$ cat config.mk
export PLATFORM = sky130hd
export DESIGN_NAME = fifo_uart_tx
export DESIGN_NICKNAME = d
export VERILOG_FILES = /design/src/rtl/uart_pkg.sv /design/src/rtl/uart_baud_gen.sv /design/src/rtl/fifo_uart_tx.sv
export SDC_FILE = /design/constraint.sdc
export NUM_CORES = 1
export LEC_CHECK = 0
export CORE_ASPECT_RATIO = 1.5
export CORE_MARGIN = 1.5
export CORE_UTILIZATION = 25
export DETAILED_ROUTE_END_ITERATION = 10
export GPL_TIMING_DRIVEN = 0
export PLACE_DENSITY = 0.4
export SLEW_MARGIN = 20
export SYNTH_ARGS = -nofsm -noshare
export SYNTH_HDL_FRONTEND = slang
export SYNTH_SLANG_ARGS = --single-unit
$ cat constraint.sdc
create_clock -name clock -period 3.1 [get_ports clock]
set_input_delay 0.31 -clock clock [delete_from_list [all_inputs] [get_ports clock]]
set_output_delay 0.31 -clock clock [all_outputs]
set_load 0.05 [all_outputs]
$ cat src/rtl/uart_pkg.sv
// Shared UART definitions: 2-bit frame state encoding and bit-period derivation.
// Intended for reuse by both the transmitter and a future receiver.
package uart_pkg;

  // Frame state: IDLE, START, DATA, STOP.
  typedef enum logic [1:0] {
    StIdle  = 2'd0,
    StStart = 2'd1,
    StData  = 2'd2,
    StStop  = 2'd3
  } uart_state_e;

  // Clock cycles per serial bit; integer division truncates (27 MHz / 115200 -> 234).
  function automatic int unsigned clks_per_bit(input int unsigned clk_freq,
                                               input int unsigned baud);
    return clk_freq / baud;
  endfunction

endpackage

$ cat src/rtl/uart_baud_gen.sv
// Per-bit tick counter for the UART transmitter.
// Ports:
//   clock   - system clock, rising edge
//   reset   - asynchronous active-high reset
//   restart - hold the counter at 0 (asserted while the transmitter is idle)
//   tick    - high during the last cycle of a bit period
module uart_baud_gen
  import uart_pkg::*;
#(
  parameter int unsigned CLKS_PER_BIT = 4
) (
  input  logic clock,
  input  logic reset,
  input  logic restart,
  output logic tick
);

  localparam int unsigned CntW = $clog2(CLKS_PER_BIT);
  localparam logic [CntW-1:0] CntLast = CntW'(CLKS_PER_BIT - 1);

  logic [CntW-1:0] cnt_q, cnt_d;

  assign tick = (cnt_q == CntLast);

  // Reloads to 0 on each bit boundary, so it never wraps inside a bit.
  always_comb begin
    cnt_d = cnt_q + 1'b1;
    if (restart || tick) begin
      cnt_d = '0;
    end
  end

  always_ff @(posedge clock or posedge reset) begin
    if (reset) begin
      cnt_q <= '0;
    end else begin
      cnt_q <= cnt_d;
    end
  end

endmodule

$ cat src/rtl/fifo_uart_tx.sv
// UART transmitter fed from an upstream FIFO: pops one word per frame and sends it
// as 8N1 (start, DATA_WIDTH bits LSB first, stop), idle high.
// Ports:
//   clock        - system clock, rising edge
//   reset        - asynchronous active-high reset
//   fifo_empty   - upstream FIFO has no entries
//   fifo_data    - FIFO head word, valid while fifo_empty is low
//   fifo_read_en - registered one-cycle pop request (FIFO pops on its rising edge)
//   tx           - registered serial output
//   busy         - a frame is in progress
module fifo_uart_tx
  import uart_pkg::*;
#(
  parameter int unsigned CLK_FREQ   = 27000000,
  parameter int unsigned BAUD       = 115200,
  parameter int unsigned DATA_WIDTH = 8
) (
  input  logic                  clock,
  input  logic                  reset,
  input  logic                  fifo_empty,
  input  logic [DATA_WIDTH-1:0] fifo_data,
  output logic                  fifo_read_en,
  output logic                  tx,
  output logic                  busy
);

  localparam int unsigned CLKS_PER_BIT = clks_per_bit(CLK_FREQ, BAUD);
  localparam int unsigned IdxW = (DATA_WIDTH > 1) ? $clog2(DATA_WIDTH) : 1;
  localparam logic [IdxW-1:0] IdxLast = IdxW'(DATA_WIDTH - 1);

  if (CLKS_PER_BIT < 2) begin : g_bad_rate
    $error("fifo_uart_tx: CLK_FREQ/BAUD must be at least 2");
  end

  uart_state_e           state_q, state_d;
  logic [DATA_WIDTH-1:0] shift_q, shift_d;
  logic [IdxW-1:0]       idx_q, idx_d;
  logic                  tx_q, tx_d;
  logic                  read_en_q, read_en_d;
  logic                  armed_q;
  logic                  bit_tick;

  uart_baud_gen #(
    .CLKS_PER_BIT(CLKS_PER_BIT)
  ) u_baud_gen (
    .clock  (clock),
    .reset  (reset),
    .restart(state_q == StIdle),
    .tick   (bit_tick)
  );

  always_comb begin
    state_d   = state_q;
    shift_d   = shift_q;
    idx_d     = idx_q;
    tx_d      = tx_q;
    read_en_d = 1'b0;
    unique case (state_q)
      StIdle: begin
        tx_d = 1'b1;
        // armed_q keeps the first pop off the first edge after reset release, so the
        // FIFO edge detector sees fifo_read_en low before its first rising edge.
        if (armed_q && !fifo_empty) begin
          shift_d   = fifo_data;
          idx_d     = '0;
          read_en_d = 1'b1;
          tx_d      = 1'b0;
          state_d   = StStart;
        end
      end
      StStart: begin
        if (bit_tick) begin
          tx_d    = shift_q[0];
          shift_d = shift_q >> 1;
          idx_d   = '0;
          state_d = StData;
        end
      end
      StData: begin
        if (bit_tick) begin
          if (idx_q == IdxLast) begin
            tx_d    = 1'b1;
            state_d = StStop;
          end else begin
            tx_d    = shift_q[0];
            shift_d = shift_q >> 1;
            idx_d   = idx_q + 1'b1;
          end
        end
      end
      StStop: begin
        if (bit_tick) begin
          tx_d    = 1'b1;
          state_d = StIdle;
        end
      end
      default: state_d = StIdle;
    endcase
  end

  always_ff @(posedge clock or posedge reset) begin
    if (reset) begin
      state_q   <= StIdle;
      shift_q   <= '0;
      idx_q     <= '0;
      tx_q      <= 1'b1;
      read_en_q <= 1'b0;
      armed_q   <= 1'b0;
    end else begin
      state_q   <= state_d;
      shift_q   <= shift_d;
      idx_q     <= idx_d;
      tx_q      <= tx_d;
      read_en_q <= read_en_d;
      armed_q   <= 1'b1;
    end
  end

  assign fifo_read_en = read_en_q;
  assign tx           = tx_q;
  assign busy         = (state_q != StIdle);

endmodule

==> flow_summary.yaml, run 1 <==
run_status:
  status: "finished, final reports clean"
setup_path:
  crit-reg2reg-launch: "state_q[0]"
  path_cells: "inv_1 -> ha_1 -> inv_1 -> clkdlybuf4s50_1"
  crit_family: "buffers and inverters"
  r2r_cells: 6
  r2r-end: "shift_q[4]"
  reg2reg_slack_ns: 1.06
  worstPathMaxFanout: 5
  crit_type: "reg2out"
  cp_slowest_cell: "clkdlybuf4s50_1"
  crit_path_start_kind: "flip-flop"
  cpPeakStageDelay_ns: 0.82
  cp_data_arrival_time_ns: 1.93
  crit_path_end_kind: "output pin"
  path_depth: 4
  crit_required_ns: 2.79
  worst_path_most_repeated_cell: "inv_1"
  crit_buf_inv: 3
yosys:
  netlist_area_mm2: 0.001254
  yosysSeqAreaShare_pct: 48.00
  async_flop_share_pct: 100.0
  yosysWarnings: 0
  syn_area_per_cell_um2: 11.00
  synth_seq_cells: 24
  yosys.area_share.simple_pct: 15.27
  synth_cells: 114
  synth_compound_area_share_pct: 7.086
  syn-num-nets: 133
  synth_top_family_by_area: "simple AND/OR/NAND/NOR gates"
  synth_edf_count: 0
  synth_ff_type: "dfrtp_1"
  yosys.cell_types.count: 30
  synth_mux_area_share_pct: 14.37
  yosys.area_share.xor_xnor_pct: 4.192
  synthAdderAreaFrac_pct: 7.984
global_route:
  grt_pass1_vias: 919
  grt_pass1_wl_mm: 4.036
  grt_max_degree: 25
  grt-ovfl-total: 0
  track_usage_pct: 9.674
  grt_antenna_before_repair: 0
timing:
  fmax_mhz: 446.4
  period_share_pct: 72.26
  period_minus_slack_ns: 2.240
  slew_headroom_pct: 40.89
  slew_violations: 0
  fin_skew_ns: 0.003036
  hold_viol: 0
  tns_ns: 0
  worst_pin_slew_ns: 0.8812
  finalSetupViolCount: 0
  rsz0062_at_grt: "false"
clocking:
  cts.sinks: 24
  worstSkewPairLatency_ns: 0.27
  clock_path_buffers: 2
  cts_root_buf: "clkbuf_8"
  cts_tree: "built"
  htreeDepth: 1
  numCtsBuffers: 3
  cts_resized: 0
  cts_setup_buffers: 0
  clk_pin_slew_ns: 0.09
  hold_buffers: 0
floorplan:
  core_mm2: 0.004810
  pin_count: 14
  dieWidth_um: 60.82
  fp.dieH_um: 89.73
  die_area_mm2: 0.005457
  start_util_pct: 26.07
  row_count: 31
power_and_ir_drop:
  p_int_mw: 0.9498
  power_density_mw_per_mm2: 964.6
  vdd_drop_max_mv: 0.3902
  sequentialPowerShare_pct: 32.8
  clkPwrFrac_pct: 18.8
  sw_frac_of_total_pct: 35.97
  p_leak_nw: 0.6809
  comb_power_share_pct: 48.4
  p_sw_mw: 0.5335
placement:
  place_inst: 193
  hpwl_mm: 1.761
  io_buffer_count: 13
  placed_area_mm2: 0.001466
  gp_congestion: 0.7649
finish:
  instances_no_fill: 197
  nFillCells: 513
  layout-drive-gt1-share_pct: 19.85
  final_area_mm2: 0.001538
  area_growth_pct: 22.65
  finalNetCount: 151
  n_antenna_cell: 0
drt:
  totalWireLength_mm: 2.333
  drt-pass1-iter-count: 4
  drc: 0
  drtAntennaViolNets: 0
  via_count: 866
  via_per_inst: 4.396
  drtIter0Drc: 32
  wl_per_cell_um: 11.84
min_path:
  hold_path.class: "in2async"
flow_run:
  max-cap-violations: 0
logic make-up (layout without fill, tap and decap cells):
| family | after synthesis | in the layout |
|---|---|---|
| and+or+nand+nor | 39 | 39 |
| DFF | 24 | 24 |
| muxes | 16 | 16 |
| AOI/OAI and AO/OA | 11 | 11 |
| buffers and inverters | 9 | 26 |
| adders and majority gates | 8 | 8 |
| xor gates and xnor gates | 6 | 6 |
| other | 1 | 1 |
cell usage after synthesis (all sizes together), types with 2 or more instances:
cell	count	area (um2)
xnor2	4	35.03
nor2b	2	12.51
mux2	16	180.2
nor2	15	56.30
nand2	6	22.52
nor3	4	20.02
a21oi	2	10.01
inv	6	22.52
a221o	3	30.03
nand3	2	10.01
buf	2	8.750
dfrtp	23	575.6
ha	8	100.1
and3	3	22.52
and2	3	18.77
xor2	2	17.52
power by group through the flow:
stage	clock network [mW]	logic (mW)	registers, mW
floorplan	0	0.546	0.508
global placement	0	0.719	0.490
detailed placement	0	0.733	0.495
finish	0.279	0.718	0.486
global route	0.297	0.803	0.500
CTS	0.287	0.736	0.488
state kept, by name (all words and copies together), names as in the netlist:
register	flops
shift_q	8
u_baud_gen.cnt_q	8
idx_q	3
state_q	2
armed_q	1
fifo_read_en	1
tx	1
per-stage QoR:
step                hold WS [ns]  util [%]  power (mW)  worst slack (ns)
finish                    0.4156     31.97       1.483            0.8599
CTS                       0.5066     31.97       1.511            0.8380
floorplan                 0.3239         -       1.053             1.184
global placement          0.4791     30.49       1.209             1.067
detailed placement        0.4902     30.49       1.228             1.026
global route              0.4938     31.97       1.600            0.7557
per-layer routing:
layer | share of wire, % | track usage, %
met5 | 0 | 0
met4 | 3.9 | 5.254
met3 | 3.1 | 1.727
met2 | 50 | 15.23
met1 | 43 | 12.07
layout make-up:
type                       count  area [um2]  share of cell area [%]
multi-input combinational     81       616.8                   40.11
sequential                    24       601.8                   39.14
timing repair buffer          13       130.1                   8.462
tap                           66       82.58                   5.370
clock buffer                   3       41.29                   2.685
clock inverter                 1       30.03                   1.953
inverter                       6       22.52                   1.465
buffer                         3       12.51                  0.8137
how the worst max path moves through the flow:
stage | start | to
floorplan | state_q[0] | shift_q[0]
global placement | state_q[0] | shift_q[5]
detailed placement | state_q[0] | shift_q[7]
CTS | state_q[0] | busy
global route | state_q[1] | busy
finish | state_q[0] | busy
layout by cell type (no fill, tap or decap), types with 2 or more instances in the layout:
cell type	count
a221o_1	3
inv_1	5
mux2_2	16
clkbuf_8	3
dfrtp_1	23
xnor2_1	4
nand3_1	2
and3_2	3
nor3_1	4
and2_1	3
ha_1	8
xor2_1	2
clkdlybuf4s50_1	13
a21oi_1	2
nor2b_1	2
nand2_1	6
nor2_1	15
worst register-to-register path, cell delays in order, from the launching register on:
cell      delay, ns
dfrtp_1        0.41
inv_1          0.10
ha_1           0.18
clkbuf_1       0.32
nor2_1         0.13
o21bai_2       0.39
mux2_2         0.39
(Power assumes the default switching activity.)
==> inputs of run 2 (changes only) <==
==> constraint.sdc (replaced) <==
create_clock -name clock -period 2.1 [get_ports clock]
set_input_delay 0.21 -clock clock [delete_from_list [all_inputs] [get_ports clock]]
set_output_delay 0.21 -clock clock [all_outputs]
set_load 0.05 [all_outputs]
==> run 2 against run 1 <==
  * Final area up 0.41%
  * Count of clock-buffer cells in the layout unchanged
  * Sequential power up 48%
  * Utilization up 0.13 points
  * Non-clock buffer count unchanged
  * Clock power up 48%
  * Largest power group unchanged
==> flow_summary.yaml, run 2 (same netlist as run 1, synthesis figures left out) <==
clocking:
  numCtsBuffers: 3
  worstSkewPairLatency_ns: 0.27
  clk_pin_slew_ns: 0.09
  htreeDepth: 1
  cts.sinks: 24
  cts_setup_buffers: 0
  cts_tree: "built"
  cts_root_buf: "clkbuf_8"
  clock_path_buffers: 2
power_and_ir_drop:
  power_density_mw_per_mm2: 1429
  p_leak_nw: 0.6819
  vdd_drop_max_mv: 0.5759
drt:
  drtAntennaViolNets: 0
  wl_per_cell_um: 11.92
  totalWireLength_mm: 2.349
  drc: 0
  drtIter0Drc: 26
  drt-pass1-iter-count: 4
  via_per_inst: 4.376
  via_count: 862
finish:
  finalNetCount: 151
  area_growth_pct: 23.15
  final_cell_mix: "dfrtp_1 (23), mux2_2 (16), nor2_1 (15)"
  n_antenna_cell: 0
  final_common_cell: "dfrtp_1"
  top_regs: "shift_q: 8 flops, u_baud_gen.cnt_q: 8 flops, idx_q: 3 flops"
  layout-drive-gt1-share_pct: 19.85
global_route:
  grt_antenna_before_repair: 0
  track_usage_pct: 9.674
  grt_pass1_wl_mm: 4.036
  grt-ovfl-total: 0
  grt_max_degree: 25
  grt_pass1_vias: 919
timing:
  hold_viol: 0
  finalSetupViolCount: 0
  fmax_mhz: 510.8
  slew_headroom_pct: 40.83
  finalWorstSetupSlack_ns: 0.1424
  fin_skew_ns: 0.003055
  period_share_pct: 93.22
  tns_ns: 0
  worst_pin_slew_ns: 0.8821
  slew_violations: 0
  rsz0062_at_grt: "false"
  period_minus_slack_ns: 1.958
placement:
  io_buffer_count: 13
  gp_congestion: 0.7649
  place_ws_ns: 0.02582
  hpwl_mm: 1.761
setup_path:
  crit_required_ns: 2.26
  crit_path_start_kind: "flip-flop"
  worstPathMaxFanout: 10
  cp_data_arrival_time_ns: 2.12
  r2r_cells: 6
  crit_type: "reg2reg"
  crit_path_end_kind: "flip-flop"
flow_run:
  max-cap-violations: 0
floorplan:
  fp.dieH_um: 89.73
  start_util_pct: 26.07
  row_count: 31
  pin_count: 14
  dieWidth_um: 60.82
  die_area_mm2: 0.005457
  core_mm2: 0.004810
run_status:
  status: "finished, final reports clean"
min_path:
  hold_path.class: "in2async"
run 2: layer usage:
layer / part of all wire, % / routed length (um) / vias up / GRT usage, %
li1: - / - / 422 / -
met1: 43 / 1004 / 414 / 12.07
met2: 51 / 1209 / 16 / 15.23
met3: 2.9 / 68 / 10 / 1.727
met4: 2.9 / 67 / 0 / 5.254
met5: 0 / 0 / - / 0
run 2: power by group:
group | internal [mW] | switching, mW
registers | 0.624 | 0.0937
clock network | 0.255 | 0.157
logic | 0.529 | 0.547
run 2: timing repair:
| item | in CTS | in global routing |
|---|---|---|
| setup endpoints to repair | 1 | 8 |
| resized for setup | 1 | 1 |
| hold buffers | 0 | 0 |
run 2: cell type report:
type | instances | area [um2]
fill | 515 | 3266
multi-input combinational | 81 | 624.3
sequential | 24 | 601.8
timing repair buffer | 13 | 128.9
tap | 66 | 82.58
clock buffer | 3 | 41.29
clock inverter | 1 | 30.03
inverter | 6 | 22.52
buffer | 3 | 12.51
run 2: per-stage QoR:
stage / hold WS (ns) / power (mW) / instance area [um2] / utilization (%) / instances
after floorplan: 0.2239 / 1.555 / 1254 / - / 114
final: 0.3158 / 2.206 / 1544 / 32.10 / 197
after detailed placement: 0.4902 / 1.813 / 1466 / 30.49 / 193
after global routing: 0.3938 / 2.376 / 1544 / 32.10 / 197
after CTS: 0.4873 / 2.223 / 1536 / 31.95 / 197
after global placement: 0.4791 / 1.784 / 1466 / 30.49 / 193
run 2: final timing paths:
path                       slack (ns)        from             endpoint
setup / recovery                 0.14  state_q[0]           shift_q[4]
hold / removal                   0.32       reset  u_baud_gen.cnt_q[4]
setup reg to reg                 0.14  state_q[0]           shift_q[4]
hold reg to reg                  0.50          tx                   tx
max in group asynchronous        1.37       reset           shift_q[1]
min in group clock               0.50          tx                   tx
run 2: critical path: stages, from the launching register on:
cell,delay (ns)
dfrtp_1,0.41
inv_1,0.10
ha_1,0.19
clkbuf_1,0.34
nor2_1,0.16
o21bai_4,0.28
mux2_2,0.37
==> inputs of run 3 (changes only) <==
--- a/config.mk
+++ b/config.mk
@@ -10,6 +10,7 @@
 export CORE_UTILIZATION = 25
 export DETAILED_ROUTE_END_ITERATION = 10
 export GPL_TIMING_DRIVEN = 0
+export HOLD_SLACK_MARGIN = 0.06
 export PLACE_DENSITY = 0.4
 export SLEW_MARGIN = 20
 export SYNTH_ARGS = -nofsm -noshare
==> constraint.sdc (replaced) <==
create_clock -name clock -period 2.53 [get_ports clock]
set_input_delay 0.253 -clock clock [delete_from_list [all_inputs] [get_ports clock]]
set_output_delay 0.253 -clock clock [all_outputs]
set_load 0.05 [all_outputs]
==> results of run 3 <==
The final DEF is identical to that of run 1. Status: finished, final reports clean.
Among the figures that moved: setup slack after placement 1.026 ns -> 0.4558 ns; setup slack after layout 0.8599 ns -> 0.3469 ns; hold slack 0.4156 ns -> 0.3586 ns; register-to-register setup slack 1.06 ns -> 0.49 ns; total power 1.483 mW -> 1.817 mW; worst IR drop on VDD 0.3902 mV -> 0.4782 mV
